**src/rtl/stopwatch_pkg.sv**
```systemverilog
// Shared types for the stopwatch counter: FSM states and end-of-range behaviour.
package stopwatch_pkg;

    typedef enum logic [1:0] {
        IDLE,
        RUN,
        PAUSE,
        DONE
    } stwc_state_e;

    typedef enum logic {
        WRAP,
        SATURATE
    } stwc_mode_e;

endpackage

```
**src/rtl/stwc_step.sv**
```systemverilog
// Combinational next-count and terminal-flag generator for one RUN step.
module stwc_step
    import stopwatch_pkg::*;
#(
    parameter int unsigned WIDTH = 5,
    parameter int unsigned MAX   = 2**WIDTH - 1
) (
    input  logic [WIDTH-1:0] count_i,
    input  logic             dir_i,
    input  stwc_mode_e       mode_i,
    output logic [WIDTH-1:0] count_o,
    output logic             terminal_o
);

    localparam logic [WIDTH-1:0] MAX_W = WIDTH'(MAX);

    always_comb begin
        // NOTE: every output gets a default first so no path leaves it unassigned (no latch).
        count_o    = count_i;
        terminal_o = dir_i ? (count_i == '0) : (count_i == MAX_W);

        if (!terminal_o) begin
            count_o = dir_i ? (count_i - WIDTH'(1)) : (count_i + WIDTH'(1));
        end else if (mode_i == WRAP) begin
            count_o = dir_i ? MAX_W : '0;
        end
    end

endmodule

```
**src/rtl/stopwatch_counter.sv**
```systemverilog
// Start/stop/clear elapsed-time counter with preload, wrap/saturate end behaviour
// and a lap-capture register; all outputs come straight from flops.
module stopwatch_counter
    import stopwatch_pkg::*;
#(
    parameter int unsigned WIDTH = 5,
    parameter int unsigned MAX   = 2**WIDTH - 1
) (
    input  logic             clk_4_i,
    input  logic             rst_ni,
    input  logic             start_i,
    input  logic             stop_i,
    input  logic             clear_i,
    input  logic             load_i,
    input  logic [WIDTH-1:0] load_val_i,
    input  logic             dir_i,
    input  logic             mode_i,
    input  logic             lap_i,
    output logic [WIDTH-1:0] count_o,
    output logic             running_o,
    output logic             done_o,
    output logic             tc_o,
    output logic [WIDTH-1:0] lap_o,
    output logic             lap_valid_o
);

    localparam logic [WIDTH-1:0] MAX_W = WIDTH'(MAX);

    if ((MAX < 1) || (64'(MAX) > ((64'(1) << WIDTH) - 64'(1)))) begin : g_max_check
        $error("stopwatch_counter: MAX must lie in 1 .. 2**WIDTH-1");
    end

    stwc_state_e      state_q, state_d;
    logic [WIDTH-1:0] count_q, count_d;
    logic [WIDTH-1:0] lap_q, lap_d;
    logic             running_q, running_d;
    logic             done_q, done_d;
    logic             tc_q, tc_d;
    logic             lap_valid_q, lap_valid_d;

    logic [WIDTH-1:0] step_count;
    logic             step_terminal;

    stwc_step #(
        .WIDTH (WIDTH),
        .MAX   (MAX)
    ) u_step (
        .count_i    (count_q),
        .dir_i      (dir_i),
        .mode_i     (stwc_mode_e'(mode_i)),
        .count_o    (step_count),
        .terminal_o (step_terminal)
    );

    always_comb begin
        state_d     = state_q;
        count_d     = count_q;
        lap_d       = lap_q;
        tc_d        = 1'b0;
        lap_valid_d = 1'b0;

        if (clear_i) begin
            state_d = IDLE;
            count_d = '0;
            lap_d   = '0;
        end else if (load_i) begin
            state_d = PAUSE;
            count_d = (load_val_i > MAX_W) ? MAX_W : load_val_i;
        end else begin
            // Lap uses the pre-edge count and does not disturb the step below.
            if (lap_i && ((state_q == RUN) || (state_q == PAUSE))) begin
                lap_d       = count_q;
                lap_valid_d = 1'b1;
            end

            if (stop_i) begin
                if (state_q == RUN) begin
                    state_d = PAUSE;
                end
            end else if (start_i && ((state_q == IDLE) || (state_q == PAUSE))) begin
                state_d = RUN;
            end else if (state_q == RUN) begin
                count_d = step_count;
                if (step_terminal) begin
                    tc_d = 1'b1;
                    if (stwc_mode_e'(mode_i) == SATURATE) begin
                        state_d = DONE;
                    end
                end
            end
        end

        running_d = (state_d == RUN);
        done_d    = (state_d == DONE);
    end

    always_ff @(posedge clk_4_i or negedge rst_ni) begin
        if (!rst_ni) begin
            state_q     <= IDLE;
            count_q     <= '0;
            lap_q       <= '0;
            running_q   <= 1'b0;
            done_q      <= 1'b0;
            tc_q        <= 1'b0;
            lap_valid_q <= 1'b0;
        end else begin
            // NOTE: non-blocking so every flop samples pre-edge values together.
            state_q     <= state_d;
            count_q     <= count_d;
            lap_q       <= lap_d;
            running_q   <= running_d;
            done_q      <= done_d;
            tc_q        <= tc_d;
            lap_valid_q <= lap_valid_d;
        end
    end

    assign count_o     = count_q;
    assign lap_o       = lap_q;
    assign running_o   = running_q;
    assign done_o      = done_q;
    assign tc_o        = tc_q;
    assign lap_valid_o = lap_valid_q;

endmodule
```
**config.mk**
```make
export PLATFORM = sky130hd
export DESIGN_NAME = stopwatch_counter
export DESIGN_NICKNAME = d
export VERILOG_FILES = /design/src/rtl/stopwatch_pkg.sv /design/src/rtl/stwc_step.sv /design/src/rtl/stopwatch_counter.sv
export SDC_FILE = /design/constraint.sdc
export NUM_CORES = 1
export LEC_CHECK = 0
export CAP_MARGIN = 40
export CORE_MARGIN = 2
export CORE_UTILIZATION = 45
export CTS_CLUSTER_DIAMETER = 40
export DETAILED_ROUTE_END_ITERATION = 7
export PLACE_DENSITY = 0.81
export SLEW_MARGIN = 10
export SYNTH_ARGS = -nofsm -noshare
export SYNTH_HDL_FRONTEND = slang
export SYNTH_HIERARCHICAL = 1
export SYNTH_SLANG_ARGS = --single-unit
```
**constraint.sdc**
```tcl
create_clock -name clk_4_i -period 2.7 [get_ports clk_4_i]
set_input_delay 0.54 -clock clk_4_i [delete_from_list [all_inputs] [get_ports clk_4_i]]
set_output_delay 0.54 -clock clk_4_i [all_outputs]
set_load 0.1 [all_outputs]
```
Word-level counts from Yosys, hierarchy flattened
Index checks and enable logic that the tools add are counted.
{"block": "word_totals", "register_bits": 16, "inputBits": 14}
{"block": "classes", "n_eq_ne": 9, "mux": 31, "n_reduce_logical": 10, "magnitude_cmp": 1, "addsub": 2}
{"op": "$mux 5", "count": 13}
{"op": "$mux 2", "count": 8}
{"op": "$mux 1", "count": 10}
{"op": "$add 5x1->5 const B", "count": 1}
{"op": "$eq 5x5->1 const B", "count": 1}
{"op": "$gt 5x5->1 const B", "count": 1}
{"op": "$logic_not 5->1", "count": 1}
{"op": "$sub 5x1->5 const B", "count": 1}
{"op": "$eq 2x1->1 const B", "count": 2}
{"op": "$eq 2x2->1 const B", "count": 2}
{"op": "$ne 4x4->1 const B", "count": 1}
{"op": "$reduce_and 4->1", "count": 1}
{"op": "$ne 3x1->1 const B", "count": 1}
{"op": "$ne 3x3->1 const B", "count": 1}
{"op": "$reduce_bool 3->1", "count": 1}
{"op": "$logic_and 1x1->1", "count": 2}
{"op": "$logic_not 2->1", "count": 1}
{"op": "$logic_or 1x1->1", "count": 2}
{"op": "$ne 2x2->1 const B", "count": 1}
{"op": "$reduce_and 2->1", "count": 1}
{"op": "$reduce_bool 2->1", "count": 1}

Logic depth before layout (Yosys ltp)
{"block": "depth", "depth_word": 9, "depth_mapped": 7, "depth_no_buf": 7}

By module
The synthesis kept the hierarchy.
{"mod": "stopwatch_counter", "seq_area_each_um2": 400.4, "cells_each": 76, "n_inst": 1, "area_per_inst_um2": 794.5}
{"mod": "stwc_step", "seq_area_each_um2": 0.0, "cells_each": 31, "n_inst": 1, "area_per_inst_um2": 254.0}

Least setup slack after synthesis
OpenSTA, ideal clock, no wires.
{"block": "synth_path", "kind": "reg-to-reg", "start": "register count_q[3], in the netlist count_o[3]", "end": "register count_q[4], in the netlist count_o[4]", "synth_period_minus_slack_ns": 2.663, "arrival_ns": 2.559, "path_stages_with_launch": 8, "setup_time_ns": 0.104, "path_slack_ns": 0.037, "required_time_ns": 2.596, "path_cell_list": "dfrtp_1 > ha_1 > a21oi_1 > a21boi_0 > or4_1 > o211ai_2 > a41oi_1 > a221oi_1"}
{"block": "synth_via", "elab_chain_cells": 8, "elab_cells_between_ends": 14, "cone_classes": "add/sub: 2; eq/ne: 2; mux: 8; reduce/logical: 2"}
{"item": "start: declaration", "line": "stopwatch_counter.sv:34", "text": "logic [WIDTH-1:0] count_q, count_d;"}
{"item": "start signal: assignment", "line": "stopwatch_counter.sv:109", "text": "count_q <= count_d;"}
{"item": "$add 5x1->5 (tied with other cells)", "line": "stwc_step.sv:23", "text": "count_o = dir_i ? (count_i - WIDTH'(1)) : (count_i + WIDTH'(1));"}
{"item": "$mux 5 / $mux 1 (equally long branches)", "line": "stwc_step.sv:23, stwc_step.sv:20"}
{"item": "$mux 5 *", "line": "stwc_step.sv:22", "text": "if (!terminal_o) begin"}
{"item": "named net step_count[4]", "line": "stopwatch_counter.sv:41", "text": "logic [WIDTH-1:0] step_count;"}
{"item": "$mux 5 *", "line": "stopwatch_counter.sv:82", "text": "end else if (state_q == RUN) begin"}
{"item": "$mux 5 *", "line": "stopwatch_counter.sv:80", "text": "end else if (start_i && ((state_q == IDLE) || (state_q == PAUSE))) begin"}
{"item": "$mux 5 *", "line": "stopwatch_counter.sv:76", "text": "if (stop_i) begin"}
{"item": "$mux 5 *", "line": "stopwatch_counter.sv:66", "text": "end else if (load_i) begin"}
{"item": "$mux 5 *", "line": "stopwatch_counter.sv:62", "text": "if (clear_i) begin"}
The timed path passes the listed nets; every way through them passes the cells marked *. The select of a mux whose other input is x is not followed.
A chain may end at the register's enable or synchronous reset.

Final worst setup path
{"block": "layout_path", "start": "input port dir_i", "end": "register count_q[4], in the netlist count_o[4]"}
{"block": "layout_via", "elab_chain_cells": 8, "elab_cells_between_ends": 12, "cone_classes": "eq/ne: 1; mux: 10; reduce/logical: 1"}
{"item": "start: declaration", "line": "stopwatch_counter.sv:16", "text": "input logic dir_i,"}
{"item": "$mux 5", "line": "stwc_step.sv:25", "text": "count_o = dir_i ? MAX_W : '0;"}
{"item": "$mux 5", "line": "stwc_step.sv:24", "text": "end else if (mode_i == WRAP) begin"}
{"item": "$mux 5 *", "line": "stwc_step.sv:22"}
{"item": "named net step_count[4]", "line": "stopwatch_counter.sv:41"}
{"item": "$mux 5 *", "line": "stopwatch_counter.sv:82"}
{"item": "$mux 5 *", "line": "stopwatch_counter.sv:80"}
{"item": "$mux 5 *", "line": "stopwatch_counter.sv:76"}
{"item": "$mux 5 *", "line": "stopwatch_counter.sv:66"}
{"item": "$mux 5 *", "line": "stopwatch_counter.sv:62"}
Marks and branches as above.

==> metrics.txt <==
# TYPE chip_impl_metric gauge
chip_impl_metric{name="finClkSkew",unit="ns"} 0.00153
chip_impl_metric{name="achievable-frequency",unit="MHz"} 392
chip_impl_metric{name="design.final.nets",unit=""} 165
chip_impl_metric{name="grt_antenna_before_repair",unit=""} 0
chip_impl_metric{name="die_x",unit="microns"} 52.3
chip_impl_metric{name="post_route_cells_drive_above_1_share",unit="%"} 21.8
chip_impl_metric{name="cts_hold_fix_bufs",unit=""} 0
chip_impl_metric{name="row_cnt",unit=""} 17
chip_impl_metric{name="period_minus_slack",unit="ns"} 2.55
chip_impl_info{name="critical_path.slowest_cell",value="or4_1"} 1
chip_impl_metric{name="synthDistinctLibCells",unit=""} 38
chip_impl_metric{name="worst_slew_margin_rel",unit="%"} 53.5
chip_impl_metric{name="wire_per_inst",unit="microns"} 14.7
chip_impl_metric{name="report.final.hold_viol_count",unit=""} 0
chip_impl_metric{name="vias",unit=""} 992
chip_impl_metric{name="slowest_delay",unit="ns"} 0.52
chip_impl_metric{name="crit_arrival",unit="ns"} 2.74
chip_impl_metric{name="detail_route.first_pass.iterations",unit=""} 4
chip_impl_metric{name="grt_pass1_wl",unit="microns"} 4190
chip_impl_metric{name="maximum_number_of_pins_on_one_net_before_global_route_repair",unit=""} 17
chip_impl_metric{name="critPathRequiredTime",unit="ns"} 2.89
chip_impl_info{name="crit_type",value="input pin to flop"} 1
chip_impl_metric{name="setup_viols_final",unit=""} 0
chip_impl_metric{name="n_fill_cell",unit=""} 176
chip_impl_metric{name="first_global_vias",unit=""} 989
chip_impl_info{name="root_buffer_selected_by_cts",value="clkbuf_4"} 1
chip_impl_info{name="critical_path.startpoint_type",value="input pin"} 1
chip_impl_metric{name="floorplan.initialDensity",unit="%"} 47.4
chip_impl_metric{name="post_synth_instance_area",unit="sq um"} 1050
chip_impl_metric{name="antennaDiodeCount",unit=""} 0
chip_impl_metric{name="irDropWorstVdd",unit="mV"} 0.430
chip_impl_metric{name="syn_inst",unit=""} 107
chip_impl_metric{name="pin_count",unit=""} 28
chip_impl_info{name="synth.largest_area_cell",value="dfrtp_1"} 1
chip_impl_metric{name="ys_async_sr_fraction",unit="%"} 100
chip_impl_metric{name="clock-sinks",unit=""} 16
chip_impl_metric{name="post_synthesis_net_count",unit=""} 129
chip_impl_info{name="holdCritPathClass",value="flop to flop"} 1
chip_impl_metric{name="worst-path-max-fanout",unit=""} 4
chip_impl_metric{name="path_clk_slew",unit="ns"} 0.09
chip_impl_metric{name="numPlacedInstances",unit=""} 166
chip_impl_metric{name="final_max_slew_viol_count",unit=""} 0
chip_impl_metric{name="postRouteAntennaNets",unit=""} 0
chip_impl_metric{name="dpl_worst_slack",unit="ns"} -0.159
chip_impl_metric{name="setup-tns-final",unit="ns"} 0
chip_impl_metric{name="rrSetupSlack",unit="ns"} 0.44
chip_impl_metric{name="layout_worst_path_cycle_share",unit="%"} 94.6
chip_impl_info{name="ys.flop_type",value="dfrtp_1"} 1
chip_impl_metric{name="buffer_ports.inserted",unit=""} 27
chip_impl_info{name="status",value="finished, final reports clean"} 1
chip_impl_metric{name="layout.core_utilization",unit="%"} 63.1
chip_impl_metric{name="drv_cap",unit=""} 0
chip_impl_metric{name="globalRouteOverflowTotal",unit=""} 0
chip_impl_metric{name="globalplace.congestion",unit=""} 0.808
chip_impl_metric{name="yosysWarningCount",unit=""} 6
chip_impl_metric{name="drc_errors",unit=""} 0
chip_impl_metric{name="final_non_filler_cells",unit=""} 170
chip_impl_metric{name="p_leak",unit="uW"} 0.000684
chip_impl_metric{name="yosys_register_bits",unit=""} 16
chip_impl_metric{name="syn2layout_area_growth",unit="%"} 33.1
chip_impl_metric{name="yosys.area.top_type_share",unit="%"} 38.2
chip_impl_info{name="tritoncts_clock_tree",value="built"} 1
chip_impl_info{name="synthTopCellsByArea",value="dfrtp_1 38%, ha_1 8.4%, mux2i_1 4.8%"} 1
chip_impl_metric{name="tightest_slew",unit="ns"} 0.696
chip_impl_metric{name="synth_edf_count",unit=""} 0
chip_impl_metric{name="synth.avg_cell_area",unit="sq um"} 9.80
chip_impl_metric{name="wirelength",unit="microns"} 2490
chip_impl_metric{name="cellPowerDensity",unit="nW/um^2"} 455
chip_impl_metric{name="cts.repair.resized",unit=""} 0
chip_impl_info{name="rsz0062_at_grt",value="no"} 1
chip_impl_metric{name="clock_buffer_depth",unit=""} 2
chip_impl_metric{name="detailedPlacementHpwl",unit="microns"} 1940
chip_impl_metric{name="drt-vias-per-instance",unit=""} 5.84
chip_impl_metric{name="clkLatencyLatePin",unit="ns"} 0.29
chip_impl_metric{name="groute.usage.overall",unit="%"} 20.8
chip_impl_metric{name="yosysSeqAreaShare",unit="%"} 38.2
chip_impl_metric{name="cts_setup_buffers",unit=""} 0
chip_impl_metric{name="floorplan.die.height",unit="microns"} 52.3
chip_impl_metric{name="numCtsBuffers",unit=""} 3
chip_impl_metric{name="first_iter_violations",unit=""} 43
chip_impl_metric{name="design.core.area",unit="sq um"} 2210
chip_impl_metric{name="cts_htree_levels",unit=""} 1
chip_impl_metric{name="totalPowerFinal",unit="uW"} 635
chip_impl_metric{name="die_area",unit="sq um"} 2730
chip_impl_info{name="endpoint_kind",value="flop"} 1
chip_impl_metric{name="postLayoutSetupSlackWorst",unit="ns"} 0.146
chip_impl_info{name="path_cells",value="clkdlybuf4s50_1 -> fa_1 -> nand3_1 -> a21boi_0 -> or4_1 -> o211ai_2 -> a41oi_1 -> a221oi_1"} 1
cell type report:
| class | instances | area (sq um) | share of cell area, % |
|---|---|---|---|
| multi-input cells | 77 | 594 | 42.6 |
| repair buffers | 34 | 288 | 20.6 |
| well taps | 28 | 35.0 | 2.51 |
| clock buffers | 4 | 36.3 | 2.60 |
| flip-flops and latches | 16 | 400 | 28.7 |
| inverters | 11 | 41.3 | 2.96 |
where the power goes:
| group | switching [uW] | total [uW] | internal, uW |
|---|---|---|---|
| Sequential | 14.6 | 264 | 249 |
| Combinational | 133 | 214 | 80.2 |
| Clock | 76.1 | 158 | 82.2 |
cell families (layout without fill, tap and decap cells):
| group | Yosys count | count (layout) | synth area share (%) |
|---|---|---|---|
| buf+inv | 14 | 49 | 5.13 |
| mux | 5 | 5 | 4.77 |
| simple gates | 27 | 27 | 14.0 |
| fa+ha+maj | 8 | 8 | 10.3 |
| xor+xnor | 2 | 2 | 1.67 |
| compound gates | 35 | 35 | 26.0 |
| flops | 16 | 16 | 38.2 |
through the flow:
stage	instance area, sq um	hold WS [ns]
after floorplan	1050	0.244
after global placement	1360	0.504
after detailed placement	1360	0.525
after CTS	1400	0.549
after global routing	1400	0.580
final	1400	0.540
layout by cell type, fill, tap and decap left out, types with 5 or more instances in the layout:
master	count
clkdlybuf4s50_1	13
inv_1	10
a21oi_1	6
a41oi_1	5
a221oi_1	5
mux2i_1	5
buf_4	21
dfrtp_1	16
o21ai_0	7
ha_1	7
nor2_1	11
routing by layer:
metal | GRT usage, % | wire [microns]
met1 | 21.5 | 936
met2 | 39.9 | 1330
met3 | 6.86 | 196
met4 | 4.70 | 33
met5 | 0 | 0
synthesized netlist by cell type (2+ instances only):
cell / number
dfrtp_1: 16
nor2_1: 11
inv_1: 10
ha_1: 7
o21ai_0: 7
a21oi_1: 6
a221oi_1: 5
a41oi_1: 5
mux2i_1: 5
nand2_1: 3
a31oi_1: 2
clkbuf_1: 2
nand2b_1: 2
or2b_1: 2
state kept, by name (all words and copies together), names as in the netlist:
name,flops
count_o,5
done_o,1
lap_o,5
lap_valid_o,1
running_o,1
state_q,2
tc_o,1
final timing paths:
| path | start | to | depth (start not counted) |
|---|---|---|---|
| max | dir_i | count_o[4] | 8 |
| min | lap_o[2] | lap_o[2] | 2 |
| max reg2reg | count_o[0] | count_o[4] | 7 |
| min reg2reg | lap_o[2] | lap_o[2] | 2 |
| max in group asynchronous | rst_ni | tc_o | 1 |
| min in group asynchronous | rst_ni | count_o[0] | 1 |
critical path, delay by kind of cell:
family                     cells  cell delay [ns]
buffers and inverters          1             0.50
adders and majority gates      1             0.48
and+or+nand+nor                2             0.63
AOI/OAI and AO/OA              4             0.60
Power figures use the tool's default switching activity.
